### src/rtl/sdpram_rd_streamer.sv
// Burst read master for the port-B side of a simple dual-port RAM.
// Issues up to three outstanding reads and returns data as a valid/ready stream.
module sdpram_rd_streamer #(
   parameter  int DATA_WIDTH = 32,
   parameter  int MEM_DEPTH  = 1024,
   localparam int ADDR_WIDTH = $clog2(MEM_DEPTH)
) (
   input  logic                  clk_i,
   input  logic                  rst_ni,
   input  logic                  start_i,
   input  logic [ADDR_WIDTH-1:0] start_addr_i,
   input  logic [ADDR_WIDTH:0]   len_i,
   output logic                  busy_o,
   output logic                  done_o,
   output logic                  renb_o,
   output logic [ADDR_WIDTH-1:0] addrb_o,
   input  logic [DATA_WIDTH-1:0] doutb_i,
   output logic                  m_valid_o,
   input  logic                  m_ready_i,
   output logic [DATA_WIDTH-1:0] m_data_o,
   output logic                  m_last_o
);

   if (MEM_DEPTH != (1 << ADDR_WIDTH)) begin : g_bad_depth
      $error("MEM_DEPTH must be a power of 2");
   end

   typedef enum logic [1:0] {IDLE, RUN, DRAIN} state_t;

   state_t                  state_q;
   logic [ADDR_WIDTH-1:0]   addr_q;
   logic [ADDR_WIDTH-1:0]   addrb_q;
   logic [ADDR_WIDTH:0]     issue_cnt_q;
   logic                    renb_q;
   logic                    renb_last_q;
   logic                    inflight_q;
   logic                    inflight_last_q;
   logic                    done_q;

   logic [1:0]              wr_ptr_q;
   logic [1:0]              rd_ptr_q;
   logic [1:0]              count_q;
   logic [1:0]              count_d;
   logic [DATA_WIDTH-1:0]   fifo_data [0:2];
   logic [2:0]              fifo_last;

   logic                    push;
   logic                    pop;
   logic                    room;

   function automatic logic [ADDR_WIDTH-1:0] next_addr(input logic [ADDR_WIDTH-1:0] a);
      return (a == ADDR_WIDTH'(MEM_DEPTH - 1)) ? '0 : a + 1'b1;
   endfunction

   function automatic logic [1:0] next_ptr(input logic [1:0] p);
      return (p == 2'd2) ? 2'd0 : p + 2'd1;
   endfunction

   assign push = inflight_q;
   assign pop  = (count_q != 2'd0) && m_ready_i;

   // Room is judged on next-cycle occupancy plus reads already on the wire,
   // so a word is only requested when its FIFO slot is guaranteed.
   always_comb begin
      count_d = count_q + {1'b0, push} - {1'b0, pop};
      room    = ({1'b0, count_d} + {2'b00, renb_q}) < 3'd3;
   end

   always_ff @(posedge clk_i or negedge rst_ni) begin
      if (!rst_ni) begin
         state_q     <= IDLE;
         addr_q      <= '0;
         addrb_q     <= '0;
         issue_cnt_q <= '0;
         renb_q      <= 1'b0;
         renb_last_q <= 1'b0;
         done_q      <= 1'b0;
      end else begin
         done_q <= 1'b0;
         renb_q <= 1'b0;
         case (state_q)
            IDLE: begin
               if (start_i) begin
                  if (len_i != '0) begin
                     renb_q      <= 1'b1;
                     addrb_q     <= start_addr_i;
                     addr_q      <= next_addr(start_addr_i);
                     issue_cnt_q <= len_i - 1'b1;
                     renb_last_q <= (len_i == (ADDR_WIDTH+1)'(1));
                     state_q     <= (len_i == (ADDR_WIDTH+1)'(1)) ? DRAIN : RUN;
                  end else begin
                     done_q <= 1'b1;
                  end
               end
            end
            RUN: begin
               if (room) begin
                  renb_q      <= 1'b1;
                  addrb_q     <= addr_q;
                  addr_q      <= next_addr(addr_q);
                  issue_cnt_q <= issue_cnt_q - 1'b1;
                  renb_last_q <= (issue_cnt_q == (ADDR_WIDTH+1)'(1));
                  if (issue_cnt_q == (ADDR_WIDTH+1)'(1)) begin
                     state_q <= DRAIN;
                  end
               end
            end
            DRAIN: begin
               if (pop && m_last_o) begin
                  state_q <= IDLE;
                  done_q  <= 1'b1;
               end
            end
            default: state_q <= IDLE;
         endcase
      end
   end

   always_ff @(posedge clk_i or negedge rst_ni) begin
      if (!rst_ni) begin
         inflight_q      <= 1'b0;
         inflight_last_q <= 1'b0;
         wr_ptr_q        <= '0;
         rd_ptr_q        <= '0;
         count_q         <= '0;
      end else begin
         inflight_q      <= renb_q;
         inflight_last_q <= renb_q & renb_last_q;
         count_q         <= count_d;
         if (push) wr_ptr_q <= next_ptr(wr_ptr_q);
         if (pop)  rd_ptr_q <= next_ptr(rd_ptr_q);
      end
   end

   for (genvar gi = 0; gi < 3; gi++) begin : g_entry
      logic [DATA_WIDTH-1:0] data_q;
      logic                  last_q;

      always_ff @(posedge clk_i or negedge rst_ni) begin
         if (!rst_ni) begin
            data_q <= '0;
            last_q <= 1'b0;
         end else if (push && (wr_ptr_q == 2'(gi))) begin
            data_q <= doutb_i;
            last_q <= inflight_last_q;
         end
      end

      assign fifo_data[gi] = data_q;
      assign fifo_last[gi] = last_q;
   end

   assign busy_o    = (state_q != IDLE);
   assign done_o    = done_q;
   assign renb_o    = renb_q;
   assign addrb_o   = addrb_q;
   assign m_valid_o = (count_q != 2'd0);
   assign m_data_o  = fifo_data[rd_ptr_q];
   assign m_last_o  = fifo_last[rd_ptr_q] && (count_q != 2'd0);

endmodule

### config.mk
export PLATFORM = sky130hd
export DESIGN_NAME = sdpram_rd_streamer
export DESIGN_NICKNAME = d
export VERILOG_FILES = /design/src/rtl/sdpram_rd_streamer.sv
export SDC_FILE = /design/constraint.sdc
export NUM_CORES = 1
export LEC_CHECK = 0
export ABC_AREA = 1
export CORE_UTILIZATION = 35
export DETAILED_ROUTE_END_ITERATION = 10
export PLACE_DENSITY_LB_ADDON = 0.2
export SLEW_MARGIN = 20
export SYNTH_ARGS = -nofsm -noshare
export SYNTH_HDL_FRONTEND = slang
export SYNTH_SLANG_ARGS = --single-unit
### constraint.sdc
create_clock -name clk_i -period 2.5 [get_ports clk_i]
set_clock_uncertainty 0.15 [all_clocks]
set_input_delay 0.5 -clock clk_i [delete_from_list [all_inputs] [get_ports clk_i]]
set_output_delay 0.5 -clock clk_i [all_outputs]
set_load 0.005 [all_outputs]
# After elaboration in Yosys (flattened, before gate mapping)
# Index checks and enable logic that the tools add are counted.
# classes
add_sub_neg,9
order_cmp,3
n_eq_ne,14
mux,40
bitwise,2
reduce_logical,14
# op_table
cell,n
10-bit 2-to-1 mux,8
32-bit binary-select mux with 2-bit select,1
32-bit 2-to-1 mux,2
10-bit case mux with 2 select lines,2
11-bit 2-to-1 mux,3
11-bit by 1-bit == test with 1-bit output (second input constant),2
11-bit case mux with 2 select lines,1
11-bit by 1-bit subtractor with 11-bit output (second input constant),2
10-bit by 1-bit adder with 10-bit output (second input constant),2
10-bit == test (second input constant),2
2-bit 2-to-1 mux,8
11-bit nonzero test,1
1-bit 2-to-1 mux,10
2-bit inequality test (second input constant),5
2-bit == test (second input constant),3
1-bit logical AND,6
1-bit case mux with 2 select lines,3
2-bit case mux with 3 select lines,1
2-bit nonzero test,3
5-bit AND reduction,1
2-bit by 1-bit adder with 2-bit output (second input constant),2
2-bit by 1-bit == test with 1-bit output (second input constant),2
2-bit logical NOT,2
4-bit AND reduction,1
other kinds (9),9
# word_totals
register_bits,143
input_bits,57
word_cells,100

# Depth between registers and ports, before layout
# logic_depth
depth_word,7
ltp_mapped,13
ltp_nobuf,12

# Worst setup path after synthesis
# No wires, ideal clock.
# synth_timing
kind,in2reg
start,input m_ready_i
end,register issue_cnt_q[8]
setup_time_ns,0.117
arrival_time_ns,2.282
slack_ns,-0.049
path_stages,13
path_cell_list,o21a_1 ha_1 inv_1 ha_1 ha_1 ha_1 a21oi_1 nand2_1 nand2_4 inv_4 buf_8 nand2_1 nand2_1
# synth_via
elab_chain_len,6
# synth_rtl
element,line,text
"start, declared",19,"input logic m_ready_i,"
1-bit logical AND,60,assign pop = (count_q != 2'd0) && m_ready_i;
2-bit by 1-bit subtractor with 2-bit output,65,"count_d = count_q + {1'b0, push} - {1'b0, pop};"
named net count_d[0],43,logic [1:0] count_d;
2-bit by 1-bit adder with 3-bit output,66,"room = ({1'b0, count_d} + {2'b00, renb_q}) < 3'd3;"
3-bit by 2-bit less-than comparator with 1-bit output,66,
2-bit inequality test (no source line),--,
4-bit AND reduction (no source line),--,
"end signal, assigned",88,issue_cnt_q <= len_i - 1'b1;
"end signal, assigned",101,issue_cnt_q <= issue_cnt_q - 1'b1;
"end, declared",33,logic [ADDR_WIDTH:0] issue_cnt_q;
# The timed path passes the listed nets, and every way through them passes these cells.
# A chain may end at the register's enable or synchronous reset.

# Worst setup path after layout
# layout_timing
start,register count_q[0]
end,register addr_q[7]
# layout_via
elab_chain_len,7
word_cells_on_any_way,8
classes_between,3 x add/sub; 1 x order compare; 1 x eq/ne; 3 x reduce/logical
# layout_rtl
element,line,text
"start, declared",42,logic [1:0] count_q;
"start signal, assigned",129,count_q <= count_d;
2-bit nonzero test,60,
1-bit logical AND,60,
named net pop,48,logic pop;
2-bit by 1-bit subtractor with 2-bit output,65,
named net count_d[0],43,
2-bit by 1-bit adder with 3-bit output,66,
3-bit by 2-bit less-than comparator with 1-bit output,66,
2-bit inequality test (no source line),--,
4-bit AND reduction (no source line),--,
"end signal, assigned",87,addr_q <= next_addr(start_addr_i);
"end signal, assigned",100,addr_q <= next_addr(addr_q);
"end, declared",31,logic [ADDR_WIDTH-1:0] addr_q;
# The timed path passes the listed nets, and every way through them passes these cells.

==> summary.md <==
| Metric | Value |
|---|---|
| CTS Buf Count | `17` |
| Failing checks | `negative setup slack` |
| Clock buffer depth | `2` |
| EDFF count, synth | `0` |
| Unique masters post-synth | `34` |
| Via/cell ratio | `just under 5` |
| Clk sink count | `roughly 140` |
| Initial Util | `0.358` |
| Syn_nets | `1011` |
| Vias in the first global route | `roughly 6300` |
| Final worst slack | `-0.102 ns` |
| Pre-antenna DRT Iters | `5` |
| Share of the synthesized area in the top cell type | `0.494` |
| Register area | `between 0.003 and 0.004 mm²` |
| Register area share after synthesis | `0.494` |
| Pin count of the biggest net entering global routing | `67` |
| CP startpoint kind | `flip-flop` |
| Most instantiated cells after synthesis | `nand2_1 (317), dfrtp_1 (143), o21ai_0 (132)` |
| Routing usage on met1 | `0.254` |
| Synth top area cells | `dfrtp_1 (49%), nand2_1 (16%), o21ai_0 (9.1%)` |
| Tot GR Track Use | `0.190` |
| VDD IR max | `a little over 600 µV` |
| Die Y | `about 150 µm` |
| Max Fclk | `0.384 GHz` |
| Filler Cells Inserted | `between 1500 and 2000` |
| P_leak | `between 4 and 5 nW` |
| Initial antenna violation count | `0` |
| Cell Pwr Density | `roughly 1500 mW/mm²` |
| Cell area after synthesis | `between 0.007 and 0.008 mm²` |
| Status | `finished, violations left` |
| Type of the worst min-delay path | `flip-flop to flip-flop` |
| Slew Viols, Final | `0` |
| H-tree level count | `4` |
| M2 GR Usage | `0.308` |
| Die area | `about 0.021 mm²` |
| Met3 Track Usage GR | `0.0392` |
| Total Wirelength | `around 19000 µm` |
| Tmin final | `around 2.6 ns` |
| Main combinational cell family by area after synthesis | `simple AND/OR/NAND/NOR gates` |
| Std cell rows | `52` |
| Setup crit end kind | `flip-flop` |
| Max-Slew Margin vs Limit | `0.624` |
| Top FF cell, synth | `dfrtp_1` |
| Worst-path fanout max | `6` |
| XOR/XNOR share of the synthesized area | `0.00968` |
| Crit path required time | `~2.7 ns` |
| Global routing's busiest layer | `met2` |
| DR WL/cell | `approximately 14 µm` |
| Final setup violation count | `30` |
| Gate Count Post-Synth | `about 940` |
| Core area | `0.0202 mm²` |
| Area share of and/or/nand/nor cells after synthesis | `0.287` |
| Share of cells above drive strength 1 | `0.151` |
| Worst-Margin Slew | `approximately 0.56 ns` |
| Mux contribution to synthesized area | `0` |
| Adder-Cell Fraction of Synth Area | `0.0190` |
| Detailed placement HPWL | `~12000 µm` |
| Clk_lat worst skew | `between 0.4 and 0.5 ns` |
| PortBufs | `~100` |
| Die Wd | `about 150 µm` |
| Critical path class | `flip-flop to flip-flop` |
| Max-cap check violation count | `0` |
| Yosys reg bits | `about 140` |
| Worst-path clk slew | `roughly 0.06 ns` |
| Multi-input gate area | `0.00338 mm²` |
| Async SR Flop Fraction | `1.00` |
| Cell Count, Final, Fillers Out | `between 1000 and 1500` |
| Dpl ws | `-0.610 ns` |
| Fin crit share | `1.04` |
| Count leader, synth | `nand2_1` |
| YS warnings | `0` |
| Compound-Gate Fraction of Synth Area | `0.114` |
| Wire length of the first global-routing pass | `between 30000 and 40000 µm` |
| Overflow after GRT | `0` |
| Inst Count DP | `~1300` |
| Mean area per synthesized cell | `roughly 7.7 µm²` |
| Placer congestion estimate | `0.840` |
| Top cell type by total area after synthesis | `dfrtp_1` |
| Drt drc | `0` |
| Net count, final | `roughly 1100` |
| ANT cells | `0` |
| Fin. Hold Viols | `0` |
| Root Buffer | `clkbuf_16` |
| CTS tree | `yes` |
| Via count | `6577` |
| # IOs | `104` |
| Area Growth Syn to Fin | `37.6%` |
| Pwr Total | `14.5 mW` |
| RSZ-0062 raised after global routing | `yes` |
| Crit path DAT | `2.77 ns` |
| Initial DRC count | `approximately 310` |
| Antenna Violating Nets Remaining | `0` |
[final timing paths]
path / from / endpoint / slack, ns / depth (start not counted)
setup / recovery: count_q[0]$_DFF_PN0_ / addr_q[7]$_DFFE_PN0P_ / -0.10 / 14
hold / removal: g_entry[0].data_q[29]$_DFFE_PN0P_ / g_entry[0].data_q[29]$_DFFE_PN0P_ / 0.33 / 2
setup reg to reg: count_q[0]$_DFF_PN0_ / addr_q[7]$_DFFE_PN0P_ / -0.10 / 14
hold reg to reg: g_entry[0].data_q[29]$_DFFE_PN0P_ / g_entry[0].data_q[29]$_DFFE_PN0P_ / 0.33 / 2
max in group asynchronous: rst_ni / g_entry[0].data_q[27]$_DFFE_PN0P_ / 1.01 / 3
min in group asynchronous: rst_ni / g_entry[2].data_q[6]$_DFFE_PN0P_ / 0.47 / 2
[cell usage in the layout (no fill, tap or decap), types with 2 or more instances in the layout]
master,count
a21oi_1,3
buf_12,12
buf_16,6
buf_4,28
buf_6,8
buf_8,2
clkbuf_16,17
clkdlybuf4s50_1,68
clkinvlp_4,3
dfrtp_1,141
dfrtp_2,2
dlygate4sd2_1,33
ha_1,7
ha_4,4
inv_1,82
inv_2,2
inv_6,8
inv_8,4
nand2_1,285
nand2_2,28
nand2_4,8
nand3_1,104
nand3_2,9
nand4_1,7
nor2_1,42
nor2_4,4
nor3_1,2
nor3b_1,4
o21ai_0,128
o21ai_1,4
o21ai_2,12
o21bai_1,3
o22ai_1,2
xnor2_1,2
xor2_1,4
[state kept, by name, indices dropped and copies added, names as in the netlist, 2 cells and up]
signal          flops
addr_q             10
addrb_o            10
count_q             2
g_entry.data_q     96
g_entry.last_q      3
issue_cnt_q        11
rd_ptr_q            2
state_q             2
wr_ptr_q            2
[repair_timing]
item | 4_1_cts | 5_1_grt
resized for setup | 94 | 37
pin swaps | 16 | 13
setup endpoints to repair | 66 | 36
endpoints found under the hold margin | 53 | 0
hold buffers | 1 | 0
gates cloned | 10 | 0
setup buffers | 15 | 10
[cell type report]
type                    count  share of cell area
flip-flops and latches    143               0.359
multi-input cells         669               0.339
repair buffers            159               0.173
clock buffers              17              0.0427
inverters                  86              0.0345
well taps                 270              0.0339
clock inverters            14              0.0148
repair inverters            2             0.00201
[per-stage QoR]
step / utilization / TNS (ns) / area, µm² / hold slack (ns)
after global placement: 0.430 / -17.92 / 8690 / 0.306
final: 0.493 / -1.88 / 9970 / 0.334
after CTS: 0.484 / -2.82 / 9800 / 0.329
after floorplan: - / 0 / 7250 / 0.0544
after detailed placement: 0.430 / -18.82 / 8690 / 0.313
after global routing: 0.493 / -4.96 / 9970 / 0.346
[layer usage]
layer	part of all wire	up-vias
li1	-	3324
met1	0.47	3082
met2	0.47	153
met3	0.048	18
met4	0.011	0
met5	0	-
[worst max-delay path, cell delays in order (launching register included)]
cell	delay [ns]
dfrtp_1	0.41
o21a_4	0.24
ha_4	0.26
inv_2	0.04
ha_4	0.24
ha_4	0.16
ha_4	0.26
a21oi_4	0.05
nand2_2	0.08
nand2_4	0.10
buf_4	0.15
buf_4	0.14
buf_16	0.13
nand2_1	0.06
nand2_1	0.04
[power breakdown]
| part | total (mW) | switching [mW] | internal [mW] |
|---|---|---|---|
| logic | 7.82 | 4.03 | 3.79 |
| clock network | 2.47 | 1.07 | 1.40 |
| registers | 4.19 | 0.715 | 3.48 |
[logic make-up (layout without fill, tap and decap cells)]
group,count (synthesis),count (layout)
simple gates,494,494
compound gates,156,156
flops,143,143
buf+inv,131,278
fa+ha+maj,11,11
xor+xnor,8,8
Power figures use the tool's default switching activity.
